<file path="config.mk">
export PLATFORM = sky130hd
export DESIGN_NAME = load_use_stall_ctrl
export DESIGN_NICKNAME = d
export VERILOG_FILES = /design/src/rtl/load_use_stall_ctrl.sv
export SDC_FILE = /design/constraint.sdc
export NUM_CORES = 1
export LEC_CHECK = 0
export ABC_AREA = 1
export BUFFER_PORTS_ARGS = -buffer_cell sky130_fd_sc_hd__buf_4
export CORE_ASPECT_RATIO = 0.5
export CORE_MARGIN = 5
export CORE_UTILIZATION = 43
export DETAILED_ROUTE_END_ITERATION = 16
export PLACE_DENSITY = 0.63
export SETUP_SLACK_MARGIN = 0.05
export SYNTH_ARGS = -nofsm -noshare
export SYNTH_HDL_FRONTEND = slang
export SYNTH_SLANG_ARGS = --single-unit
</file>
<file path="constraint.sdc">
create_clock -name clk -period 1.92 [get_ports clk]
set_clock_uncertainty 0.15 [all_clocks]
set_input_delay 0.384 -clock clk [delete_from_list [all_inputs] [get_ports clk]]
set_output_delay 0.384 -clock clk [all_outputs]
set_load 0.03 [all_outputs]
</file>
<file path="src/rtl/load_use_stall_ctrl.sv">
`default_nettype none
// ----------------------------------------------------------------------------
// load_use_stall_ctrl - stall/flush/bubble control for load-use, mem wait, redirects (rev 1.0)
// ----------------------------------------------------------------------------
module load_use_stall_ctrl #(
  parameter int MEM_TIMEOUT = 255,
  parameter int CNT_W       = 16
) (
  input  logic             clk,
  input  logic             resetn,
  input  logic             of_valid,
  input  logic [4:0]       of_rs1,
  input  logic [4:0]       of_rs2,
  input  logic             of_uses_rs1,
  input  logic             of_uses_rs2,
  input  logic             ex_valid,
  input  logic             ex_is_load,
  input  logic [4:0]       ex_rd,
  input  logic             mem_req,
  input  logic             mem_ready,
  input  logic             redirect,
  output logic             stall_if,
  output logic             stall_ifof,
  output logic             stall_ofex,
  output logic             stall_exmem,
  output logic             stall_memwb,
  output logic             flush_ifof,
  output logic             flush_ofex,
  output logic             bubble_ofex,
  output logic [1:0]       hazard_state,
  output logic             mem_timeout,
  output logic [CNT_W-1:0] stall_cycles,
  output logic [CNT_W-1:0] bubble_count
);

  localparam int                WAIT_W     = (MEM_TIMEOUT < 2) ? 1 : $clog2(MEM_TIMEOUT + 1);
  localparam logic [WAIT_W-1:0] C_WAIT_MAX = WAIT_W'(MEM_TIMEOUT);
  localparam logic [CNT_W-1:0]  C_CNT_MAX  = '1;

  typedef enum logic [1:0] {
    ST_RUN      = 2'b00,
    ST_MEM_WAIT = 2'b01
  } state_t;

  state_t            state_q, state_d;
  logic              redir_pend_q, redir_pend_d;
  logic [WAIT_W-1:0] wait_q, wait_d;
  logic              mem_timeout_q, mem_timeout_d;
  logic [CNT_W-1:0]  stall_cnt_q, stall_cnt_d;
  logic [CNT_W-1:0]  bubble_cnt_q, bubble_cnt_d;

  logic rs1_hit, rs2_hit;
  logic lu, mw, redir_eff;
  logic run_eval;
  logic freeze, flush, bubble_evt;

  assign rs1_hit   = of_uses_rs1 && (of_rs1 == ex_rd);
  assign rs2_hit   = of_uses_rs2 && (of_rs2 == ex_rd);
  assign lu        = of_valid && ex_valid && ex_is_load && (ex_rd != 5'd0) && (rs1_hit || rs2_hit);
  assign mw        = mem_req && !mem_ready;
  assign redir_eff = redirect || redir_pend_q;

  // The release cycle of a memory wait is evaluated exactly like a RUN cycle.
  assign run_eval = (state_q == ST_RUN) ? !mw : mem_ready;

  always_comb begin
    state_d       = state_q;
    redir_pend_d  = redir_pend_q;
    wait_d        = wait_q;
    mem_timeout_d = mem_timeout_q;
    freeze        = 1'b0;
    flush         = 1'b0;
    bubble_evt    = 1'b0;

    if (run_eval) begin
      state_d = ST_RUN;
      if (redir_eff) begin
        flush        = 1'b1;
        redir_pend_d = 1'b0;
      end else if (lu) begin
        bubble_evt = 1'b1;
      end
    end else begin
      freeze = 1'b1;
      if (redirect) begin
        redir_pend_d = 1'b1;
      end
      case (state_q)
        ST_RUN: begin
          state_d = ST_MEM_WAIT;
          wait_d  = '0;
        end
        ST_MEM_WAIT: begin
          if (wait_q != C_WAIT_MAX) begin
            wait_d = wait_q + WAIT_W'(1);
          end
          if (wait_d == C_WAIT_MAX) begin
            mem_timeout_d = 1'b1;
          end
        end
        default: state_d = ST_RUN;
      endcase
    end
  end

  always_comb begin
    stall_cnt_d  = stall_cnt_q;
    bubble_cnt_d = bubble_cnt_q;
    if ((freeze || bubble_evt) && (stall_cnt_q != C_CNT_MAX)) begin
      stall_cnt_d = stall_cnt_q + CNT_W'(1);
    end
    if (bubble_evt && (bubble_cnt_q != C_CNT_MAX)) begin
      bubble_cnt_d = bubble_cnt_q + CNT_W'(1);
    end
  end

  always_ff @(posedge clk or negedge resetn) begin
    if (!resetn) begin
      state_q       <= ST_RUN;
      redir_pend_q  <= 1'b0;
      wait_q        <= '0;
      mem_timeout_q <= 1'b0;
      stall_cnt_q   <= '0;
      bubble_cnt_q  <= '0;
    end else begin
      state_q       <= state_d;
      redir_pend_q  <= redir_pend_d;
      wait_q        <= wait_d;
      mem_timeout_q <= mem_timeout_d;
      stall_cnt_q   <= stall_cnt_d;
      bubble_cnt_q  <= bubble_cnt_d;
    end
  end

  // Outputs are forced quiet while reset is asserted, whatever the inputs do.
  always_comb begin
    stall_if    = 1'b0;
    stall_ifof  = 1'b0;
    stall_ofex  = 1'b0;
    stall_exmem = 1'b0;
    stall_memwb = 1'b0;
    flush_ifof  = 1'b0;
    flush_ofex  = 1'b0;
    bubble_ofex = 1'b0;
    if (resetn) begin
      stall_if    = freeze || bubble_evt;
      stall_ifof  = freeze || bubble_evt;
      stall_ofex  = freeze;
      stall_exmem = freeze;
      stall_memwb = freeze;
      flush_ifof  = flush;
      flush_ofex  = flush;
      bubble_ofex = bubble_evt;
    end
  end

  assign hazard_state = state_q;
  assign mem_timeout  = mem_timeout_q;
  assign stall_cycles = stall_cnt_q;
  assign bubble_count = bubble_cnt_q;

endmodule
`default_nettype wire

</file>
==> results of run 1 <==
[worst max-delay path: cells and delay by family (launching register included)]
kind | cells | cell delay [ns]
AND/OR/NAND/NOR | 1 | 0.22
AO/OA/AOI/OAI | 1 | 0.23
flip-flops | 1 | 0.42
buffers and inverters | 2 | 0.24
[final timing paths]
path	endpoint	start	cells after the start	slack (ns)
setup reg to reg	stall_cycles[12]$_DFFE_PN0P_	stall_cycles[0]$_DFFE_PN0P_	7	0.12
hold reg to reg	mem_timeout$_DFFE_PN0P_	mem_timeout$_DFFE_PN0P_	2	0.32
min in group clk	mem_timeout$_DFFE_PN0P_	mem_timeout$_DFFE_PN0P_	2	0.32
max in group asynchronous	bubble_count[1]$_DFFE_PN0P_	resetn	2	1.14
hold / removal	stall_cycles[8]$_DFFE_PN0P_	resetn	2	0.06
setup / recovery	flush_ifof	hazard_state[0]$_DFFE_PN0N_	4	-0.009
[power by group through the flow]
stage	clock (uW)	sequential [uW]	combinational, uW
after floorplan	0	1130	228
after global routing	887	1060	638
after detailed placement	0	1050	508
after CTS	837	1030	527
final	809	1050	583
after global placement	0	1050	499
[Yosys cell counts]
| library cell | n | area, um^2 |
|---|---|---|
| buf_4 | 5 | 37.5 |
| ha_1 | 3 | 37.5 |
| o22ai_1 | 1 | 6.26 |
| nand2_2 | 1 | 6.26 |
| and3_1 | 1 | 6.26 |
| buf_2 | 4 | 20.0 |
| nor3_1 | 13 | 65.1 |
| inv_1 | 56 | 210 |
| nand4_1 | 8 | 50.1 |
| a22o_1 | 1 | 8.76 |
| nand3_1 | 34 | 170 |
| nor3b_2 | 1 | 12.5 |
| nand3_2 | 2 | 20.0 |
| nand4_2 | 1 | 12.5 |
| nand2_4 | 2 | 22.5 |
| nor3b_4 | 1 | 18.8 |
| conb_1 | 1 | 3.75 |
| nand3b_2 | 1 | 11.3 |
| nand3b_1 | 2 | 15.0 |
| dfrtp_1 | 43 | 1080 |
| o21ai_0 | 20 | 100 |
| a21oi_1 | 1 | 5.00 |
| clkinv_1 | 1 | 3.75 |
| o21ai_1 | 1 | 5.00 |
| nand2_1 | 133 | 499 |
| nor2_1 | 56 | 210 |
| xnor2_1 | 6 | 52.6 |
| xor2_1 | 11 | 96.3 |
| buf_6 | 1 | 11.3 |
[area by class of cell]
| type | count | area, um^2 |
|---|---|---|
| inverter | 57 | 234 |
| clock buffer | 5 | 125 |
| timing repair buffer | 94 | 793 |
| clock inverter | 3 | 15.0 |
| fill | 570 | 2160 |
| tap | 88 | 110 |
| sequential | 43 | 1080 |
| multi-input combinational | 303 | 1660 |
[cell families (layout without fill, tap and decap cells)]
kind of cell,Yosys count,count (layout),synth area share
buf+inv,67,159,0.101
simple gates,256,258,0.401
fa+ha+maj,3,3,0.0134
xor+xnor,17,17,0.0533
compound gates,24,24,0.0448
other cells,1,1,0.00134
flops,43,43,0.385
[stage by stage]
| stage | instance area [um^2] | power, uW |
|---|---|---|
| after floorplan | 2880 | 1350 |
| after global placement | 3530 | 1550 |
| after detailed placement | 3530 | 1560 |
| after CTS | 3740 | 2400 |
| after global routing | 4020 | 2590 |
| final | 4020 | 2440 |
[registers in the layout, indices dropped and copies added, names as in the netlist]
register,cells
bubble_count,16
stall_cycles,16
wait_q,8
hazard_state,1
mem_timeout,1
redir_pend_q,1
[repair_timing]
action | 4_1_cts | 5_1_grt
hold buffers | 0 | 0
endpoints found under the setup margin | 8 | 38
setup buffers | 5 | 8
gates cloned | 0 | 2
pin swaps | 5 | 40
endpoints found under the hold margin | 0 | 0
resized for setup | 9 | 58
[cells in the final DEF, fill, tap and decap left out, types with 3 or more instances in the layout]
cell / count
nand2_1: 126
clkbuf_16: 5
nand3_2: 9
dfrtp_2: 5
nand2_2: 8
inv_2: 7
nor3_2: 4
xnor2_1: 6
o21ai_0: 18
clkinv_2: 3
buf_4: 75
nor2_2: 8
buf_6: 16
nor3_1: 8
nand3_1: 26
nor2_1: 46
inv_1: 46
nand4_1: 8
xor2_1: 11
dfrtp_1: 38
nand2_4: 4
inv_4: 3
[routing by layer]
metal  vias up  track usage
met3         6       0.0424
met4         0       0.0286
li1       1465            -
met5         -            0
met1      1310        0.222
met2        50        0.291
==> out/metrics.cfg, run 1 <==
[power_and_ir_drop]
p_leak_uw=0.00204
seqPwrFrac=0.430
switchingPower_uw=749
p_per_area_mw_per_mm2=608
pwr-share-clk=0.332
switching_share=0.307
internal-power_uw=1690
vdd_drop_max_mv=0.286
p_comb_frac=0.239

[global_route]
grt_pass1_wl_um=11300
grt_pass1_vias=2567
grt_max_degree=44
grtUsageTotal=0.170
antenna_found_initial=0
grt_overflow=0

[yosys]
yosysUniqueCellTypes=29
syn_area_mm2=0.00279
ys_warn_count=0
synth_fp_nets=439
avgSynthCellArea_um2=6.80
synth_seq_cells=43
seq_area_frac_synth=0.385
synthCells=411

[floorplanning]
die_y_um=67
die_x_um=124
rows=20
io_pins=68
die_area_mm2=0.00831
initial_core_util=0.452
core_mm2=0.00618

[worst_setup_path]
critPathMaxStageDelay_ns=0.42
cp_cell_sequence=o21ai_4 -> clkinv_8 -> nor3_4 -> buf_6
worst-path-max-fanout=3
start_kind=register
crit_slowest_cell=dfrtp_2
crit_arrival_ns=1.39
worst_ep_required_time_ns=1.39
critPathCaptureType=output port
crit_type=register to output port

[cts]
clkLatencyLatePin_ns=0.28
cts_sinks=43
cts-root-buf=clkbuf_16
clockBufferDepth=2
cts.clk_slew.worst_paths_ns=0.06
cts_tree=yes
h-tree-depth=2
numCtsBuffers=5

[route]
wl_met3_um=336
wl_um=7050
wl_met1_um=3300
first_iter_violations=143
via_count=2831
post_drt_wl_per_cell_um=11.9
ant_nets=0
firstDrtPassIters=4
top_layer=met4
post-route-drc-count=0
route.met2.wl_um=3370
avgViaCountPerCell=4.77

[run_status]
violations=negative setup slack
status=complete, but fails checks

[timing]
fin_hold_ws_ns=0.0578
slew_headroom=0.627
tns_ns=-0.0168
final.min_clock_period_ns=1.93
worst_pin_slew_ns=0.560
fmax_mhz=518
drv_slew=0
rsz0062_at_grt=true
setup_violations=2
finalWorstSetupSlack_ns=-0.00888
timing.final.crit_share=1.00
finalHoldViolations=0

[placement]
portBuffers=66
pre_cts_slack_ns=0.0326
dp_hpwl_um=5090
dp.cells=570
gp_congestion=0.851

[job]
cap_violations=0

[cells_and_area]
fin_cells=593
utilization=0.650
synthToLayoutAreaGrowth_pct=43.8
diodes=0
fin_nets=532
drive_gt1_frac=0.325

[worst_hold_path]
min_path_type=primary input to asynchronous set/reset pin

No activity file was read; power rests on OpenSTA's default activity.
==> inputs of run 2 (changes only) <==
- SETUP_SLACK_MARGIN: 0.05 -> unset
==> run 2 against run 1 <==
Net effect:
- highest routed layer unchanged
- the flow still finishes with violations (negative setup slack)
- wire length is 1.8% lower
- non-clock buffer count is 5 lower
- worst hold slack worse by 0.012 ns
- sequential power hardly changed
==> out/metrics.cfg, run 2 (synthesis results as in run 1) <==
[placement]
dp_hpwl_um=5190
portBuffers=66
placed_area_mm2=0.00355
gp_congestion=0.905

[timing]
finalWorstSetupSlack_ns=-0.00664
drv_slew=0
rsz0062_at_grt=true
fmax_mhz=519
final.min_clock_period_ns=1.93
setup_violations=2
tns_ns=-0.00887
worst_pin_slew_ns=0.565
timing.final.crit_share=1.00
slew_headroom=0.623
finalHoldViolations=0

[cells_and_area]
synthToLayoutAreaGrowth_pct=36.4
diodes=0
design_area_mm2=0.00381
multi_input_area_mm2=0.00153
fillCellCount=565
mostFrequentLayoutCell=nand2_1
layout_common_cells=nand2_1, buf_4, nor2_1
drive_gt1_frac=0.267
regArea_mm2=0.00108
fin_nets=526

[run_status]
violations=negative setup slack
status=complete, but fails checks

[cts]
cts-root-buf=clkbuf_16
cts_sinks=43
cts_tree=yes
numCtsBuffers=5
clkLatencyLatePin_ns=0.29
clockBufferDepth=2
h-tree-depth=2
ctsHoldBuffers=0
cts.clk_slew.worst_paths_ns=0.06

[global_route]
grt_max_degree=44
grt_overflow=0
antenna_found_initial=0
grtUsageTotal=0.177
grt_pass1_vias=2539
grt_pass1_wl_um=11700

[floorplanning]
die_y_um=67
rows=20
die_area_mm2=0.00831
die_x_um=124
core_mm2=0.00618
io_pins=68
initial_core_util=0.452

[route]
ant_nets=0
post-route-drc-count=0
via_count=2791
first_iter_violations=128
post_drt_wl_per_cell_um=11.8
wl_um=6920
avgViaCountPerCell=4.75
firstDrtPassIters=4

[worst_setup_path]
reg2reg_from=stall_cycles[0]$_DFFE_PN0P_
r2r_end=stall_cycles[14]$_DFFE_PN0P_
worst_ep_required_time_ns=1.39
start_kind=register
crit_type=register to output port
r2r_cells=7
reg2reg_slack_ns=0.10
worst-path-max-fanout=3
crit_arrival_ns=1.39
critPathCaptureType=output port

[job]
cap_violations=0

[power_and_ir_drop]
p_per_area_mw_per_mm2=630
vdd_drop_max_mv=0.333
p_leak_uw=0.00198

[worst_hold_path]
min_path_type=primary input to asynchronous set/reset pin

==> run 2: cell types whose count changed in the layout (fill, tap and decap cells not counted), sizes merged <==
cell | previous run | this run
buf | 94 | 89
clkbuf | 5 | 8
clkinv | 4 | 1
nand2 | 138 | 137
==> run 2: repair_timing <==
item                                    in CTS  in global routing
gates cloned                                 0                  1
endpoints found under the setup margin       8                 20
buffers inserted                             4                  1
pin swaps                                    2                 15
gates resized for setup                      5                 25
==> run 2: worst max-delay path by stage <==
stage / from / slack [ns] / cells after the start / end
floorplan: hazard_state[0]$_DFFE_PN0N_ / -0.09 / 5 / flush_ofex
global placement: ex_rd[3] / 0.05 / 9 / stall_if
detailed placement: ex_rd[3] / 0.02 / 12 / stall_cycles[14]$_DFFE_PN0P_
global route: hazard_state[0]$_DFFE_PN0N_ / -0.07 / 4 / flush_ifof
finish: hazard_state[0]$_DFFE_PN0N_ / -0.007 / 4 / flush_ifof
CTS: hazard_state[0]$_DFFE_PN0N_ / -0.05 / 4 / flush_ifof
==> run 2: area by class of cell <==
| class | count | area share |
|---|---|---|
| multi-input cells | 302 | 0.401 |
| flip-flops and latches | 43 | 0.284 |
| repair buffers | 89 | 0.190 |
| inverters | 57 | 0.0601 |
| clock buffers | 8 | 0.0358 |
| well taps | 88 | 0.0289 |
==> run 2: worst max-delay path, cell delays in order, from the launching register on <==
cell      delay, ns
dfrtp_2        0.42
o21ai_4        0.23
clkinv_8       0.08
nor3_4         0.21
buf_6          0.16
==> run 2: stage by stage <==
step | hold WS (ns) | cells | worst slack (ns) | utilization | power, uW
2_1_floorplan | -0.0616 | 411 | -0.0904 | - | 1350
3_3_place_gp | 0.296 | 573 | 0.0482 | 0.575 | 1550
4_1_cts | 0.0787 | 585 | -0.0499 | 0.604 | 2410
6_report | 0.0456 | 587 | -0.00664 | 0.616 | 2400
5_1_grt | 0.116 | 587 | -0.0687 | 0.616 | 2540
3_5_place_dp | 0.315 | 573 | 0.0236 | 0.575 | 1560
==> run 2: routing by layer <==
layer / vias to the layer above / GRT usage / part of all wire
met5: - / 0 / 0
met1: 1270 / 0.239 / 0.48
li1: 1458 / - / -
met4: 0 / 0.0286 / 0.0065
met3: 10 / 0.0458 / 0.058
met2: 53 / 0.291 / 0.46
==> run 2: power by group <==
group / total, uW / internal (uW) / switching [uW] / leakage (uW)
combinational: 530 / 216 / 314 / 0.00135
sequential: 1030 / 965 / 68.8 / 0.000562
clock: 837 / 485 / 352 / 0.0000652
==> inputs of run 3 (changes only) <==
- REMOVE_ABC_BUFFERS: unset -> 1
==> run 3 against run 2 <==
Net effect:
- the run now ends clean
- worst hold slack better by 0.010 ns
- final area barely moved
- via count hardly changed
- global-route usage fell by 0.35 points
- clock-buffer cell count is 2 lower
- first-iteration DRC count rose by 48%
- sequential power barely moved
- die area unchanged
- total power grew 0.46%
- cell count is 0.17% lower
- critical path type unchanged
- largest power group unchanged
- highest routed layer unchanged
==> out/metrics.cfg, run 3 (synthesis results as in run 1) <==
[cells_and_area]
design_area_mm2=0.00381
utilization=0.616
fin_cells=586
drive_gt1_frac=0.267
diodes=0
layout_common_cells=nand2_1, buf_4, nor2_1
mostFrequentLayoutCell=nand2_1
fin_nets=526
synthToLayoutAreaGrowth_pct=36.3

[timing]
rsz0062_at_grt=true
fin_hold_ws_ns=0.0558
finalHoldViolations=0
slew_headroom=0.631
final.min_clock_period_ns=1.89
drv_slew=0
timing.final.crit_share=0.983
setup_violations=0
tns_ns=0
fmax_mhz=530
worst_pin_slew_ns=0.554

[worst_setup_path]
reg2reg_from=stall_cycles[1]$_DFFE_PN0P_
worstSetupStartpoint=hazard_state[0]$_DFFE_PN0N_
cp_common_cell=buf_4
worst-path-max-fanout=8
crit_slowest_cell=dfrtp_1
cp_cell_sequence=o21ai_2 -> buf_4 -> nor2_1 -> buf_4
r2r_cells=7
crit_buf_inv=2
cp_num_cells=4
start_kind=register
crit_type=register to output port
crit_arrival_ns=1.35
critPathMaxStageDelay_ns=0.40
critPathTopFamily=flip-flops
worst_ep_required_time_ns=1.39
reg2reg_slack_ns=0.12
critPathCaptureType=output port
crit_end=stall_memwb
r2r_end=stall_cycles[14]$_DFFE_PN0P_

[placement]
dp.cells=576
portBuffers=66
placed_area_mm2=0.00351
dp_hpwl_um=5180
gp_congestion=0.909

[global_route]
grt_pass1_vias=2662
grtUsageTotal=0.173
grt_pass1_wl_um=11500
grt_max_degree=44
antenna_found_initial=0
grt_overflow=0

[route]
wl_um=6910
firstDrtPassIters=4
first_iter_violations=190
ant_nets=0
post_drt_wl_per_cell_um=11.8
avgViaCountPerCell=4.76
via_count=2790
post-route-drc-count=0

[floorplanning]
die_y_um=67
initial_core_util=0.452
die_area_mm2=0.00831
rows=20
io_pins=68
die_x_um=124
core_mm2=0.00618

[cts]
cts.clk_slew.worst_paths_ns=0.06
cts_sinks=43
h-tree-depth=2
clkLatencyLatePin_ns=0.29
cts_tree=yes
clockBufferDepth=2
cts-root-buf=clkbuf_16
numCtsBuffers=5

[run_status]
status=completed

[job]
cap_violations=0

[power_and_ir_drop]
p_leak_uw=0.00201
vdd_drop_max_mv=0.731
p_per_area_mw_per_mm2=633

[worst_hold_path]
min_path_type=primary input to asynchronous set/reset pin

run 3: cell types whose count changed in the layout (fill, tap and decap cells not counted), sizes merged:
cell    before  now
clkbuf       8    6
buf         89   90
clkinv       1    2
nand2      137  136
run 3: layout make-up:
| type | count | area, um^2 |
|---|---|---|
| tap | 88 | 110 |
| inverter | 57 | 223 |
| sequential | 43 | 1080 |
| clock buffer | 6 | 139 |
| timing repair buffer | 90 | 738 |
| multi-input combinational | 301 | 1520 |
| clock inverter | 1 | 5.00 |
| fill | 565 | 2370 |
run 3: report_power, final:
part / switching [uW] / internal [uW] / leakage, uW / total (uW)
logic: 309 / 221 / 0.00137 / 529
registers: 69.2 / 962 / 0.000569 / 1030
clock network: 344 / 508 / 0.0000727 / 852
run 3: worst min path at each step:
stage | end | slack (ns) | cells after the start
after floorplan | bubble_count[0]$_DFFE_PN0P_ | -0.06 | 0
after global placement | mem_timeout$_DFFE_PN0P_ | 0.30 | 2
after detailed placement | mem_timeout$_DFFE_PN0P_ | 0.31 | 2
after CTS | stall_cycles[2]$_DFFE_PN0P_ | 0.08 | 2
after global routing | mem_timeout$_DFFE_PN0P_ | 0.12 | 2
final | wait_q[0]$_DFFE_PN0P_ | 0.06 | 2
run 3: worst reg2reg max path: stages (launching register included):
cell     delay, ns
dfrtp_1       0.41
ha_1          0.22
nand3_2       0.12
nor3b_4       0.23
buf_4         0.18
nand3_1       0.08
xor2_1        0.14
o21ai_0       0.18
run 3: layer usage:
metal	wire length [um]	vias up	global-route usage	part of all wire
met5	0	-	0	0
met4	42	0	0.0368	0.0061
met3	476	6	0.0492	0.069
met2	3090	57	0.289	0.45
met1	3300	1272	0.225	0.48
li1	-	1455	-	-
run 3: metrics by stage:
step	setup WS (ns)	total power (uW)
3_5_place_dp	0.00453	1550
3_3_place_gp	0.0282	1540
5_1_grt	-0.0316	2530
6_report	0.0328	2410
4_1_cts	0.000759	2420
2_1_floorplan	-1.35	1320
run 3: timing repair:
| action | in CTS | in global routing |
|---|---|---|
| pin swaps | 2 | 26 |
| resized for setup | 9 | 36 |
| setup buffers | 0 | 3 |
| hold endpoints to repair | 0 | 0 |
| setup endpoints to repair | 8 | 19 |
| hold buffers | 0 | 0 |
